File: src/rtl/alu_seq.sv
// Sequential ALU: accept a request, execute (one cycle, or WIDTH cycles of shift-add
// multiply when ALU_SEQ_MUL_EN is defined), then hold the result until it is consumed.
module alu_seq #(
   parameter int WIDTH = 8
) (
   input  logic             clk,
   input  logic             reset,
   input  logic             in_valid,
   output logic             in_ready,
   input  logic [WIDTH-1:0] op_a,
   input  logic [WIDTH-1:0] op_b,
   input  logic [3:0]       func,
   input  logic             acc_sel,
   output logic             out_valid,
   input  logic             out_ready,
   output logic [WIDTH-1:0] result,
   output logic [3:0]       flags
);
   localparam int SW = $clog2(WIDTH);

   localparam logic [3:0] F_ADD = 4'b0000;
   localparam logic [3:0] F_SUB = 4'b0001;
   localparam logic [3:0] F_AND = 4'b0100;
   localparam logic [3:0] F_OR  = 4'b0101;
   localparam logic [3:0] F_XOR = 4'b0110;
   localparam logic [3:0] F_SLL = 4'b1000;
   localparam logic [3:0] F_SRL = 4'b1001;
   localparam logic [3:0] F_SRA = 4'b1010;

`ifdef ALU_SEQ_MUL_EN
   localparam logic [3:0] F_MUL = 4'b0011;
   typedef enum logic [1:0] {S_IDLE, S_EXEC, S_HOLD, S_MUL} state_t;
`else
   typedef enum logic [1:0] {S_IDLE, S_EXEC, S_HOLD} state_t;
`endif

   state_t           state_reg;
   logic [WIDTH-1:0] a_reg;
   logic [WIDTH-1:0] b_reg;
   logic [3:0]       func_reg;
   logic [WIDTH-1:0] acc_reg;
   logic [WIDTH-1:0] result_reg;
   logic [3:0]       flags_reg;
   logic             out_valid_reg;
   logic             in_ready_reg;

   logic [WIDTH-1:0] a_next;

   assign in_ready  = in_ready_reg;
   assign out_valid = out_valid_reg;
   assign result    = result_reg;
   assign flags     = flags_reg;

   assign a_next = acc_sel ? acc_reg : op_a;

   function automatic logic [3:0] mk_flags(input logic [WIDTH-1:0] r, input logic c,
                                           input logic v);
      return {(r == '0), r[WIDTH-1], c, v};
   endfunction

   // Single-cycle datapath
   logic [WIDTH-1:0]   alu_res;
   logic               alu_c;
   logic               alu_v;
   logic [WIDTH-1:0]   b_op;
   logic [WIDTH:0]     add_ext;
   logic               cin_msb;
   logic [SW-1:0]      shamt;
   logic [2*WIDTH-1:0] shl_ext;
   logic [2*WIDTH-1:0] srl_ext;
   logic [2*WIDTH-1:0] sra_ext;

   always_comb begin
      shamt   = b_reg[SW-1:0];
      b_op    = (func_reg == F_SUB) ? ~b_reg : b_reg;
      add_ext = {1'b0, a_reg} + {1'b0, b_op} + {{WIDTH{1'b0}}, (func_reg == F_SUB)};
      cin_msb = a_reg[WIDTH-1] ^ b_op[WIDTH-1] ^ add_ext[WIDTH-1];
      // Shifting within a double-width window leaves the last bit shifted out
      // sitting right next to the result, so C falls out of a fixed bit position.
      shl_ext = {{WIDTH{1'b0}}, a_reg} << shamt;
      srl_ext = {a_reg, {WIDTH{1'b0}}} >> shamt;
      sra_ext = $signed({a_reg, {WIDTH{1'b0}}}) >>> shamt;

      alu_res = a_reg;
      alu_c   = 1'b0;
      alu_v   = 1'b0;
      case (func_reg)
         F_ADD, F_SUB: begin
            alu_res = add_ext[WIDTH-1:0];
            alu_c   = add_ext[WIDTH];
            alu_v   = cin_msb ^ add_ext[WIDTH];
         end
         F_AND: alu_res = a_reg & b_reg;
         F_OR:  alu_res = a_reg | b_reg;
         F_XOR: alu_res = a_reg ^ b_reg;
         F_SLL: begin
            alu_res = shl_ext[WIDTH-1:0];
            alu_c   = shl_ext[WIDTH];
         end
         F_SRL: begin
            alu_res = srl_ext[2*WIDTH-1:WIDTH];
            alu_c   = srl_ext[WIDTH-1];
         end
         F_SRA: begin
            alu_res = sra_ext[2*WIDTH-1:WIDTH];
            alu_c   = sra_ext[WIDTH-1];
         end
         default: alu_res = a_reg;
      endcase
   end

`ifdef ALU_SEQ_MUL_EN
   // Shift-add multiplier: one bit of B per cycle, multiplicand walks left
   logic [2*WIDTH-1:0] mcand_reg;
   logic [2*WIDTH-1:0] prod_reg;
   logic [WIDTH-1:0]   mb_reg;
   logic [SW-1:0]      cnt_reg;
   logic [2*WIDTH-1:0] prod_next;

   assign prod_next = prod_reg + (mb_reg[0] ? mcand_reg : '0);
`endif

   always_ff @(posedge clk) begin
      if (reset) begin
         state_reg     <= S_IDLE;
         a_reg         <= '0;
         b_reg         <= '0;
         func_reg      <= '0;
         acc_reg       <= '0;
         result_reg    <= '0;
         flags_reg     <= 4'b1000;
         out_valid_reg <= 1'b0;
         in_ready_reg  <= 1'b1;
`ifdef ALU_SEQ_MUL_EN
         mcand_reg     <= '0;
         prod_reg      <= '0;
         mb_reg        <= '0;
         cnt_reg       <= '0;
`endif
      end else begin
         case (state_reg)
            S_IDLE: begin
               if (in_valid) begin
                  a_reg        <= a_next;
                  b_reg        <= op_b;
                  func_reg     <= func;
                  in_ready_reg <= 1'b0;
`ifdef ALU_SEQ_MUL_EN
                  if (func == F_MUL) begin
                     mcand_reg <= {{WIDTH{1'b0}}, a_next};
                     prod_reg  <= '0;
                     mb_reg    <= op_b;
                     cnt_reg   <= '0;
                     state_reg <= S_MUL;
                  end else begin
                     state_reg <= S_EXEC;
                  end
`else
                  state_reg    <= S_EXEC;
`endif
               end
            end
            S_EXEC: begin
               result_reg    <= alu_res;
               flags_reg     <= mk_flags(alu_res, alu_c, alu_v);
               out_valid_reg <= 1'b1;
               state_reg     <= S_HOLD;
            end
`ifdef ALU_SEQ_MUL_EN
            S_MUL: begin
               prod_reg  <= prod_next;
               mcand_reg <= mcand_reg << 1;
               mb_reg    <= mb_reg >> 1;
               cnt_reg   <= cnt_reg + 1'b1;
               if (cnt_reg == SW'(WIDTH - 1)) begin
                  result_reg    <= prod_next[WIDTH-1:0];
                  flags_reg     <= mk_flags(prod_next[WIDTH-1:0],
                                            |prod_next[2*WIDTH-1:WIDTH], 1'b0);
                  out_valid_reg <= 1'b1;
                  state_reg     <= S_HOLD;
               end
            end
`endif
            S_HOLD: begin
               if (out_ready) begin
                  acc_reg       <= result_reg;
                  out_valid_reg <= 1'b0;
                  in_ready_reg  <= 1'b1;
                  state_reg     <= S_IDLE;
               end
            end
            default: begin
               state_reg     <= S_IDLE;
               out_valid_reg <= 1'b0;
               in_ready_reg  <= 1'b1;
            end
         endcase
      end
   end
endmodule
File: config.mk
export PLATFORM = sky130hd
export DESIGN_NAME = alu_seq
export DESIGN_NICKNAME = d
export VERILOG_FILES = /design/src/rtl/alu_seq.sv
export SDC_FILE = /design/constraint.sdc
export NUM_CORES = 1
export LEC_CHECK = 0
export CAP_MARGIN = 20
export CORE_ASPECT_RATIO = 0.9
export CORE_MARGIN = 5
export CORE_UTILIZATION = 52
export CTS_CLUSTER_DIAMETER = 50
export DETAILED_ROUTE_END_ITERATION = 6
export PLACE_DENSITY_LB_ADDON = 0.08
export SLEW_MARGIN = 30
export SYNTH_ARGS = -nofsm -noshare
export SYNTH_HDL_FRONTEND = slang
export SYNTH_SLANG_ARGS = --single-unit
File: constraint.sdc
create_clock -name clk -period 3 [get_ports clk]
set_clock_uncertainty 0.1 [all_clocks]
set_input_delay 0.6 -clock clk [delete_from_list [all_inputs] [get_ports clk]]
set_output_delay 0.6 -clock clk [all_outputs]
set_load 0.05 [all_outputs]
Word level (Yosys, flattened, before mapping)
Cells that the tools add are included.
{"block": "classes", "n_addsub": 2, "n_eq_ne": 11, "shift": 3, "muxes": 13, "bitwise": 9, "reduce_logical": 9}
{"cell": "one-hot mux 8 bit (7 select lines)", "count": 1}
{"cell": "two-way mux 8 bit", "count": 2}
{"cell": ">> shifter 16 x 3 -> 16 bit", "count": 1}
{"cell": ">>> shifter 16 x 3 -> 16 bit", "count": 1}
{"cell": "equality test 4 x 3 -> 1 bit (second input constant)", "count": 3}
{"cell": "equality test 4 bit (second input constant)", "count": 3}
{"cell": "adder 8 x 8 -> 9 bit", "count": 1}
{"cell": "adder 9 x 1 -> 9 bit", "count": 1}
{"cell": "<< shifter 8 x 3 -> 9 bit", "count": 1}
{"cell": "bitwise AND 8 bit", "count": 1}
{"cell": "logical NOT 8 bit", "count": 1}
{"cell": "inverter 8 bit", "count": 1}
{"cell": "OR 8 bit", "count": 1}
{"cell": "AND reduction 2 bit", "count": 4}
{"cell": "XOR 8 bit", "count": 1}
{"cell": "one-hot mux 1 bit (3 select lines)", "count": 2}
{"cell": "one-hot mux 2 bit (3 select lines)", "count": 1}
{"cell": "equality test 4 x 1 -> 1 bit (second input constant)", "count": 1}
{"cell": "logical NOT 4 bit", "count": 1}
{"cell": "two-way mux 1 bit", "count": 4}
{"cell": "two-way mux 2 bit", "count": 2}
{"cell": "inequality test 2 bit (second input constant)", "count": 2}
{"cell": "one-hot mux 1 bit (4 select lines)", "count": 1}
{"cell": "AND reduction 3 bit", "count": 1}
{"cell": "other kinds (6)", "count": 9}
{"block": "word_totals", "ff_bits": 44, "output_inout_bits": 14}

Depth between registers and ports, before layout
Gate-level depths: netlist of the first run.
{"block": "logic_depth", "word_depth": 7, "ltp_mapped": 14}

Worst setup path after synthesis of the first run
Ideal clock, no wire load.
{"block": "synth_timing", "path_kind": "reg-to-reg", "start": "reg func_reg[1]", "end": "reg flags_reg[2] (netlist: flags[2])", "t_arrival_ps": 3030, "required_ps": 2772, "slack_ps": -257, "path_stages_with_launch": 15, "synth_period_minus_slack_ps": 3257, "cell_sequence": "dfxtp_1 buf_6 buf_6 nor3_1 and2_1 buf_2 xnor2_1 ha_1 and4_1 a211oi_1 a211oi_1 or3_1 a31oi_1 o31a_1 nor2_1"}
{"block": "synth_via", "elab_chain_len": 5, "elab_cells_between_ends": 13, "cone_classes": "add/sub (2); eq/ne (7); mux (2); reduce/logical (2)"}
{"element": "from (decl)", "line": "40", "source": "logic [3:0] func_reg;"}
{"element": "from (signal assigned)", "line": "146", "source": "func_reg <= func;"}
{"element": "equality test 4 x 1 -> 1 bit", "line": "75, 76, 87"}
{"element": "two-way mux 8 bit", "line": "75", "source": "b_op = (func_reg == F_SUB) ? ~b_reg : b_reg;"}
{"element": "adder 8 x 8 -> 9 bit", "line": "76", "source": "add_ext = {1'b0, a_reg} + {1'b0, b_op} + {{WIDTH{1'b0}}, (func_reg == F_SUB)};"}
{"element": "adder 9 x 1 -> 9 bit", "line": "76"}
{"element": "one-hot mux 8 bit (7 select lines) *", "line": "87", "source": "case (func_reg)"}
{"element": "to (signal assigned)", "line": "165", "source": "flags_reg <= mk_flags(alu_res, alu_c, alu_v);"}
{"element": "to (decl)", "line": "43", "source": "logic [3:0] flags_reg;"}
Every way passes the cells marked *; elsewhere a longest branch is shown, timed or not.
A chain may end at the register's enable or synchronous reset.

Worst setup path after layout of the first run
{"block": "layout_timing", "start": "reg func_reg[2]", "end": "reg flags_reg[1] (netlist: flags[1])"}
{"block": "layout_via", "elab_chain_len": 5, "elab_cells_between_ends": 10, "cone_classes": "add/sub (2); eq/ne (4); mux (2); reduce/logical (2)"}
{"element": "equality test 4 x 1 -> 1 bit", "line": "75, 76, 87"}
{"element": "two-way mux 8 bit", "line": "75"}
{"element": "adder 8 x 8 -> 9 bit", "line": "76"}
{"element": "adder 9 x 1 -> 9 bit", "line": "76"}
{"element": "one-hot mux 1 bit (4 select lines) *", "line": "87"}
Marks and branches as above.

==> impl_metrics.ini, run 1 <==
[run_status]
status = complete, no violations

[placed_design]
place_ws_ns = 0.0506
place_area_mm2 = 0.00394
io_buffers = 38
place.gp.congestion = 0.958
dp_hpwl_um = 7460

[route]
vias_per_cell = 5.91
route.vias.total = 3225
finalWirelength_um = 9750
dr_wl_met2_um = 4460
drt_drc_violations_left = 0
drt.antenna.violating_nets = 0
wire_per_inst_um = 17.8
wl_met3_um = 547
wl_met1_um = 4560
firstDrtPassIters = 5
drt_iter0_markers = 172
top_layer = met4

[critical_path]
required_ns = 3.11
worstSetupStartpointType = flop
cp.arrival_ns = 2.93
crit_path_max_incr_delay_ns = 0.46
crit_end = flags[1]$_SDFFE_PP0P_
startpoint = func_reg[2]$_SDFFE_PP0P_
critPathSlowestCell = fa_1
cp_top_family = compound AO/OA/AOI/OAI gates
crit_chain = buf_4, nor2_1, nand2_1, o21ai_0, fa_1, a211oi_2, o21bai_1, a21o_1, a21o_1, a21oi_1, nor2_1, o221a_2
worstSetupPathType = reg2reg
cp_max_fo = 14
rrSetupSlack_ns = 0.17
path_buf_inv = 1
r2r_start = func_reg[2]$_SDFFE_PP0P_
rr_endpoint = flags[1]$_SDFFE_PP0P_
ff2ff_path_depth = 12
end_kind = flop
cp_num_cells = 12

[global_route]
grt_overflow = 0
grt_max_degree = 28
antenna_found_initial = 0
grt_pass1_wl_um = 15900
grt_use_total_pct = 24.6
grt_pass1_vias = 3082

[synth]
avgSynthCellArea_um2 = 8.16
syn_inst = 417
synth_area_leader_cell = dfxtp_1
netlist_area_mm2 = 0.00340
ys_seq_elements = 43
synthFlopType = dfxtp_1
yosys-top-cells-area = dfxtp_1 (25%), ha_1 (8.8%), mux2i_1 (8.8%), nand2_1 (5.0%), a21oi_1 (4.7%)
synth_warnings = 0
syn_nets = 467
ys_seq_area_share_pct = 25.3
async_flop_share_pct = 0
synth_cell_types = 64
synth_edf_count = 0
synth_top_area_share_pct = 25.3

[floorplanning]
core_mm2 = 0.00648
ios = 39
core.rowCount = 28
die_y_um = 86.7
die_w_um = 95.2
initial_core_util_pct = 52.5
die-area_mm2 = 0.00826

[clock_tree]
clkTransAtPathRegs_ns = 0.10
cts.sinks = 43
post-cts-setup-buffers = 0
h-tree-depth = 2
cts_tree = built
cts_buffers = 5
insertion_delay_ns = 0.31
cts_max_path_buffers = 2
cts-root-buf = clkbuf_8

[cells_and_area]
fillCellCount = 589
area.growth.synth_to_final_pct = 20.3
nets = 505
multi_input_area_mm2 = 0.00235
final_area_mm2 = 0.00409
drive_above_1_share_pct = 13.4
diodes = 0
utilization_pct = 63.1
ff_latch_area_um2 = 862

[power]
pwr-share-seq_pct = 37.0
vdd_drop_max_uv = 243
p_clk_share_pct = 27.4
swShare_pct = 35.7
powerDensity_mw_per_mm2 = 427
power.leakage_nw = 1.65
finalPower_mw = 1.75
p_switching_mw = 0.623
p_int_mw = 1.12
comb_power_share_pct = 35.6

[timing]
slew_violations = 0
finalCritPeriodShare_pct = 94.2
min_period_ns = 2.83
slew_headroom_pct = 54.8
finalSetupViolations = 0
worst_pin_slew_ns = 0.669
finalHoldViolCount = 0
fmax_mhz = 354
worst_slack_ns = 0.174

[worst_hold_path]
min_path_type = reg2reg

[run]
max_cap_viol_count = 0
[power by group through the flow]
stage	Combinational [mW]	Clock (mW)	Sequential, mW
floorplan	0.379	0	0.691
global placement	0.595	0	0.659
detailed placement	0.600	0	0.660
CTS	0.604	0.482	0.646
global route	0.679	0.506	0.652
finish	0.622	0.477	0.646
[cells in the mapped netlist, drive strengths merged (4+ instances only)]
master  instances
nand2b          6
nor2b           4
mux2            4
clkbuf         16
xor2            5
a211oi         18
ha             24
xnor2           7
nand2          45
nor3           11
o21ai          12
dfxtp          43
o22ai          11
or3             4
buf            18
a21oi          33
nor2           40
mux4            5
mux2i          30
inv            19
o211ai          4
[layout make-up]
cell class	count	share of cell area [%]
multi-input cells	321	57.4
well taps	90	2.75
flip-flops and latches	43	21.1
clock buffers	5	1.68
repair buffers	65	14.3
inverters	19	1.74
clock inverters	3	1.13
[placed cells by master (no fill, tap or decap), types with 3 or more instances in the layout]
cell type         n
mux4_2            5
a21o_1            3
dfxtp_1          42
mux2_2            4
a211oi_2          4
nor3_1           10
clkdlybuf4s50_1  38
nor2b_1           4
xnor2_1           6
mux2i_1          30
nor2_1           40
a211oi_1         14
a21oi_1          31
o211ai_1          4
xor2_1            5
o22ai_1          11
clkbuf_8          5
nand2_1          45
or3_1             4
o21ai_0          11
buf_4            27
nand2b_1          6
ha_1             24
o21a_1            3
inv_1            19
[tightest hold or removal path, cell delays in order (launching register included)]
cell	delay (ns)
dfxtp_1	0.34
nand2_1	0.06
a21oi_1	0.05
[metal layers]
| metal | up-vias | global-route usage, % |
|---|---|---|
| met5 | - | 0 |
| met4 | 0 | 6.03 |
| met3 | 20 | 3.91 |
| met2 | 102 | 39.2 |
| met1 | 1525 | 34.6 |
| li1 | 1578 | - |
[stage by stage]
stage          hold slack [ns]  std cells  TNS, ns
6_report                 0.382        546        0
5_1_grt                  0.409        546  -0.0445
4_1_cts                  0.387        546        0
3_5_place_dp             0.373        538        0
3_3_place_gp             0.365        538        0
2_1_floorplan            0.353        417        0
[what timing repair did]
action | CTS | global route
gates resized for setup | 0 | 9
setup endpoints to repair | 0 | 6
hold endpoints to repair | 0 | 0
hold buffers | 0 | 0
[how the worst min path moves through the flow]
stage / to / cells past startpoint / slack (ns) / from
after detailed placement: b_reg[7]$_SDFFE_PP0P_ / 2 / 0.37 / b_reg[7]$_SDFFE_PP0P_
after global routing: b_reg[6]$_SDFFE_PP0P_ / 2 / 0.41 / b_reg[6]$_SDFFE_PP0P_
final: b_reg[7]$_SDFFE_PP0P_ / 2 / 0.38 / b_reg[7]$_SDFFE_PP0P_
after CTS: b_reg[7]$_SDFFE_PP0P_ / 2 / 0.39 / b_reg[7]$_SDFFE_PP0P_
after floorplan: b_reg[3]$_SDFFE_PP0P_ / 2 / 0.35 / b_reg[3]$_SDFFE_PP0P_
after global placement: b_reg[7]$_SDFFE_PP0P_ / 2 / 0.36 / b_reg[7]$_SDFFE_PP0P_
[cells by family (layout without fill, tap and decap cells)]
| kind of cell | count (synthesis) | count (layout) | synth area share [%] |
|---|---|---|---|
| and+or+nand+nor | 134 | 134 | 18.8 |
| AOI/OAI and AO/OA | 111 | 111 | 22.4 |
| buffers and inverters | 53 | 92 | 7.51 |
| DFF | 43 | 43 | 25.3 |
| muxes | 39 | 39 | 13.5 |
| adders and majority gates | 25 | 25 | 9.42 |
| xor gates and xnor gates | 12 | 12 | 3.09 |
Note: power is estimated with default switching activity, not from simulation.
==> inputs of run 2 (changes only) <==
--- a/config.mk
+++ b/config.mk
@@ -6,9 +6,11 @@
 export NUM_CORES = 1
 export LEC_CHECK = 0
 export CAP_MARGIN = 20
+export CELL_PAD_IN_SITES_DETAIL_PLACEMENT = 0
+export CELL_PAD_IN_SITES_GLOBAL_PLACEMENT = 1
 export CORE_ASPECT_RATIO = 0.9
 export CORE_MARGIN = 5
-export CORE_UTILIZATION = 52
+export CORE_UTILIZATION = 38
 export CTS_CLUSTER_DIAMETER = 50
 export DETAILED_ROUTE_END_ITERATION = 6
 export PLACE_DENSITY_LB_ADDON = 0.08
==> run 2 against run 1 <==
Effect of this change:
- sequential share of layout area fell by 0.52 points
- highest routed layer unchanged
- total power rose by 1.5%
- largest cell class unchanged
- wire length rose by 9.2%
- clock-buffer cell count did not move
- critical endpoint is now flags[3]$_SDFFE_PP1P_
- sequential power barely moved
- first-iteration DRC count rose by 8.7%
- critical path depth rose by 1
- maximum frequency fell by 0.22%
- non-clock buffer count rose by 9
- clock power barely moved
==> impl_metrics.ini, run 2 (same netlist as run 1, synthesis figures left out) <==
[run_status]
status = complete, no violations

[critical_path]
required_ns = 3.15
rrSetupSlack_ns = 0.17
cp.arrival_ns = 2.98
cpMostUsedCell = buf_4
cp_max_fo = 5
path_buf_inv = 2
worstSetupStartpointType = flop
r2r_start = func_reg[2]$_SDFFE_PP0P_
critPathSlowestCell = dfxtp_1
crit_path_max_incr_delay_ns = 0.35
worstSetupPathType = reg2reg
end_kind = flop
ff2ff_path_depth = 13
cp_top_family = simple AND/OR/NAND/NOR gates
crit_chain = nor3_4, and2_4, buf_4, xnor2_1, ha_1, or2_2, a21oi_1, nor3_1, buf_4, o32ai_2, and3_1, nand4_1, o21ai_1
rr_endpoint = flags[3]$_SDFFE_PP1P_

[floorplanning]
die_w_um = 110
die-area_mm2 = 0.0109
initial_core_util_pct = 39.3
core.rowCount = 32
ios = 39
die_y_um = 99.7
core_mm2 = 0.00865

[timing]
finalHoldViolCount = 0
min_period_ns = 2.83
worst_pin_slew_ns = 0.624
tns_ns = 0
fmax_mhz = 353
finalCritPeriodShare_pct = 94.4
slew_headroom_pct = 58.3
rsz0062_at_grt = false
finalSetupViolations = 0
slew_violations = 0

[worst_hold_path]
min_path_type = reg2reg
hold_depth = 2
min_from = b_reg[5]$_SDFFE_PP0P_
hold_end = b_reg[5]$_SDFFE_PP0P_

[cells_and_area]
fin_cells = 584
diodes = 0
final_common_cell = nand2_1
nets = 514
drive_above_1_share_pct = 15.1
layout_common_cells = nand2_1 (45), dfxtp_1 (42), nor2_1 (40)
area.growth.synth_to_final_pct = 23.3

[power]
p_switching_mw = 0.639
finalPower_mw = 1.77
comb_power_share_pct = 36.5
swShare_pct = 36.1
p_clk_share_pct = 27.1
p_int_mw = 1.13
vdd_drop_max_uv = 211
pwr-share-seq_pct = 36.4
power.leakage_nw = 1.70
powerDensity_mw_per_mm2 = 422

[route]
finalWirelength_um = 10600
wire_per_inst_um = 18.2
vias_per_cell = 5.52
drt.antenna.violating_nets = 0
drt_drc_violations_left = 0
firstDrtPassIters = 5
drt_iter0_markers = 187
route.vias.total = 3225

[clock_tree]
cts_tree = built
insertion_delay_ns = 0.31
post-cts-setup-buffers = 0
clkTransAtPathRegs_ns = 0.10
cts-root-buf = clkbuf_8
h-tree-depth = 2
cts.sinks = 43
cts_buffers = 5
cts_max_path_buffers = 2

[global_route]
grt_pass1_wl_um = 17000
antenna_found_initial = 0
grt_max_degree = 29
grt_pass1_vias = 3139
grt_overflow = 0
grt_use_total_pct = 20.1

[placed_design]
post-place-cells = 576
dp_hpwl_um = 8210
io_buffers = 38
place.gp.congestion = 0.904

[run]
max_cap_viol_count = 0
[run 2: cell count changes in the layout (fill, tap and decap cells not counted)]
cell	change
a211oi_2	-1
a211oi_1	+1
a21oi_1	-1
buf_4	+9
a21oi_2	+1
[run 2: worst register-to-register path: cells and delay by family, from the launching register on]
family / cells / cell delay, ns
flops: 1 / 0.35
compound gates: 3 / 0.59
xor+xnor: 1 / 0.13
fa+ha+maj: 1 / 0.26
buf+inv: 2 / 0.31
simple gates: 6 / 1.05
[run 2: final cells by class]
type | instances | area, µm²
clock buffers | 5 | 68.8
clock inverters | 3 | 46.3
fillers | 894 | 4450
inverters | 19 | 71.3
multi-input cells | 321 | 2350
flip-flops and latches | 43 | 862
well taps | 119 | 149
repair buffers | 74 | 651
[run 2: power by group through the flow]
stage,registers (mW),logic (mW),clock network (mW)
2_1_floorplan,0.691,0.379,0
3_3_place_gp,0.659,0.627,0
3_5_place_dp,0.659,0.627,0
4_1_cts,0.646,0.630,0.494
5_1_grt,0.651,0.706,0.515
6_report,0.645,0.646,0.480
[run 2: how the worst max path moves through the flow]
stage                             startpoint                endpoint  slack, ns  cells after the start
finish              func_reg[2]$_SDFFE_PP0P_   flags[3]$_SDFFE_PP1P_       0.17                     13
global route        func_reg[2]$_SDFFE_PP0P_  result[5]$_SDFFE_PP0P_      0.002                     11
CTS                 func_reg[2]$_SDFFE_PP0P_   flags[2]$_SDFFE_PP0P_       0.01                     11
detailed placement  func_reg[2]$_SDFFE_PP0P_   flags[2]$_SDFFE_PP0P_       0.06                     11
global placement    func_reg[2]$_SDFFE_PP0P_   flags[3]$_SDFFE_PP1P_       0.07                     11
floorplan           func_reg[1]$_SDFFE_PP0P_   flags[2]$_SDFFE_PP0P_      0.001                     14
[run 2: metal layers]
metal	vias up	track usage [%]	wire length, µm
met2	73	30.8	4790
met4	0	3.93	68
met5	-	0	0
met1	1546	30.2	5230
li1	1599	-	-
met3	7	2.60	544
[run 2: repair_timing]
action,4_1_cts,5_1_grt
gates resized for setup,0,9
hold endpoints to repair,0,0
endpoints found under the setup margin,0,5
hold buffers,0,0
[run 2: stage by stage]
| step | worst slack [ns] | hold WS [ns] | utilization [%] | instance area [µm²] |
|---|---|---|---|---|
| after floorplan | 0.00107 | 0.353 | - | 3420 |
| after global placement | 0.0710 | 0.366 | 46.7 | 4040 |
| after detailed placement | 0.0562 | 0.371 | 46.7 | 4040 |
| after CTS | 0.0109 | 0.386 | 48.1 | 4160 |
| after global routing | 0.00161 | 0.425 | 48.5 | 4190 |
| final | 0.168 | 0.381 | 48.5 | 4190 |
==> inputs of run 3 (changes only) <==
--- a/config.mk
+++ b/config.mk
@@ -10,7 +10,7 @@
 export CELL_PAD_IN_SITES_GLOBAL_PLACEMENT = 1
 export CORE_ASPECT_RATIO = 0.9
 export CORE_MARGIN = 5
-export CORE_UTILIZATION = 38
+export CORE_UTILIZATION = 35
 export CTS_CLUSTER_DIAMETER = 50
 export DETAILED_ROUTE_END_ITERATION = 6
 export PLACE_DENSITY_LB_ADDON = 0.08
==> constraint.sdc (replaced) <==
create_clock -name clk -period 3.2 [get_ports clk]
set_clock_uncertainty 0.1 [all_clocks]
set_input_delay 0.64 -clock clk [delete_from_list [all_inputs] [get_ports clk]]
set_output_delay 0.64 -clock clk [all_outputs]
set_load 0.05 [all_outputs]
==> run 3 against run 2 <==
Effect of this change:
- clock power decreased by 6.0%
- setup slack gained 0.035 ns
- sequential share of layout area rose by 0.57 points
- global-route usage down 2.0 points
- critical path depth shrank 2
- highest routed layer unchanged
==> impl_metrics.ini, run 3 (same netlist as run 1, synthesis figures left out) <==
[run_status]
status = complete, no violations

[clock_tree]
cts_max_path_buffers = 2
clkTransAtPathRegs_ns = 0.10
cts_tree = built
post-cts-setup-buffers = 0
insertion_delay_ns = 0.31
cts.sinks = 43
h-tree-depth = 2
cts_hold_buf = 0
ctsResizeCount = 0
cts_buffers = 5
cts-root-buf = clkbuf_8

[route]
finalWirelength_um = 10700
firstDrtPassIters = 5
wire_per_inst_um = 18.4
drt.antenna.violating_nets = 0
vias_per_cell = 5.49
drt_iter0_markers = 242
drt_drc_violations_left = 0
route.vias.total = 3190

[global_route]
grt_overflow = 0
grt_use_total_pct = 18.1
grt_max_degree = 28
antenna_found_initial = 0
grt_pass1_vias = 3085
grt_pass1_wl_um = 17000

[power]
powerDensity_mw_per_mm2 = 400
finalPower_mw = 1.63
power.leakage_nw = 1.63
vdd_drop_max_uv = 188

[cells_and_area]
multi_input_area_mm2 = 0.00229
fillCellCount = 1011
ff_latch_area_um2 = 861
area.growth.synth_to_final_pct = 19.8
nets = 504
diodes = 0
drive_above_1_share_pct = 11.0
layout_common_cells = nand2_1 (45), dfxtp_1 (43), nor2_1 (40)
final_common_cell = nand2_1

[timing]
tns_ns = 0
worst_pin_slew_ns = 0.743
slew_violations = 0
finalHoldViolCount = 0
rsz0062_at_grt = false
min_period_ns = 3.00
finalCritPeriodShare_pct = 93.7
fmax_mhz = 334
finalSetupViolations = 0
worst_slack_ns = 0.202
slew_headroom_pct = 49.8

[floorplanning]
die_y_um = 104
die-area_mm2 = 0.0118
initial_core_util_pct = 35.5
core_mm2 = 0.00957
core.rowCount = 34
die_w_um = 114
ios = 39

[placed_design]
dp_hpwl_um = 8130
io_buffers = 38
place_ws_ns = 0.269
place.gp.congestion = 0.860

[worst_hold_path]
hold_depth = 2
min_path_type = reg2reg

[critical_path]
cp_max_fo = 5
end_kind = flop
cp.arrival_ns = 3.14
worstSetupPathType = reg2reg
worstSetupStartpointType = flop
ff2ff_path_depth = 11
required_ns = 3.34

[run]
max_cap_viol_count = 0
==> run 3: cell count changes in the layout (fill, tap and decap cells not counted), moves of 2 or more <==
cell	change
a21oi_2	-2
a211oi_1	+3
buf_4	-10
a211oi_2	-3
a21oi_1	+2
==> run 3: area by class of cell <==
cell class                 count  area share [%]
sequential                    43            21.1
clock inverter                 3            1.14
timing repair buffer          64            14.1
tap                          126            3.87
clock buffer                   5            1.69
inverter                      19            1.75
multi-input combinational    321            56.3
==> run 3: metrics by stage <==
step	std cells	hold slack [ns]	utilization [%]	cell area (µm²)
3_3_place_gp	573	0.367	41.4	3960
4_1_cts	581	0.389	42.6	4080
2_1_floorplan	417	0.353	-	3410
6_report	581	0.384	42.6	4080
3_5_place_dp	573	0.374	41.4	3960
5_1_grt	581	0.410	42.6	4080
==> run 3: critical path: stages (launching register included) <==
cell,delay (ns)
dfxtp_1,0.40
nor3b_1,0.53
nand2_1,0.11
o21ai_0,0.16
fa_1,0.30
a211oi_1,0.11
nor2_1,0.21
nor3_1,0.13
o32ai_2,0.37
and3_1,0.27
nand4_1,0.10
o21ai_1,0.14
==> run 3: final timing paths <==
kind | end | slack [ns] | start
hold reg to reg | b_reg[6]$_SDFFE_PP0P_ | 0.38 | b_reg[6]$_SDFFE_PP0P_
hold / removal | b_reg[6]$_SDFFE_PP0P_ | 0.38 | b_reg[6]$_SDFFE_PP0P_
setup / recovery | flags[3]$_SDFFE_PP1P_ | 0.20 | b_reg[0]$_SDFFE_PP0P_
setup reg to reg | flags[3]$_SDFFE_PP1P_ | 0.20 | b_reg[0]$_SDFFE_PP0P_
==> run 3: where the power goes <==
| part | leakage (nW) | internal (mW) | switching, mW | total, mW |
|---|---|---|---|---|
| combinational | 1.22 | 0.240 | 0.334 | 0.574 |
| sequential | 0.352 | 0.567 | 0.0398 | 0.607 |
| clock | 0.0548 | 0.235 | 0.215 | 0.451 |
==> run 3: layer usage <==
| layer | up-vias | GRT usage (%) | share of wire (%) |
|---|---|---|---|
| li1 | 1580 | - | - |
| met1 | 1483 | 26.2 | 48 |
| met2 | 104 | 28.5 | 45 |
| met3 | 23 | 3.09 | 6.0 |
| met4 | 0 | 3.48 | 1.6 |
| met5 | - | 0 | 0 |
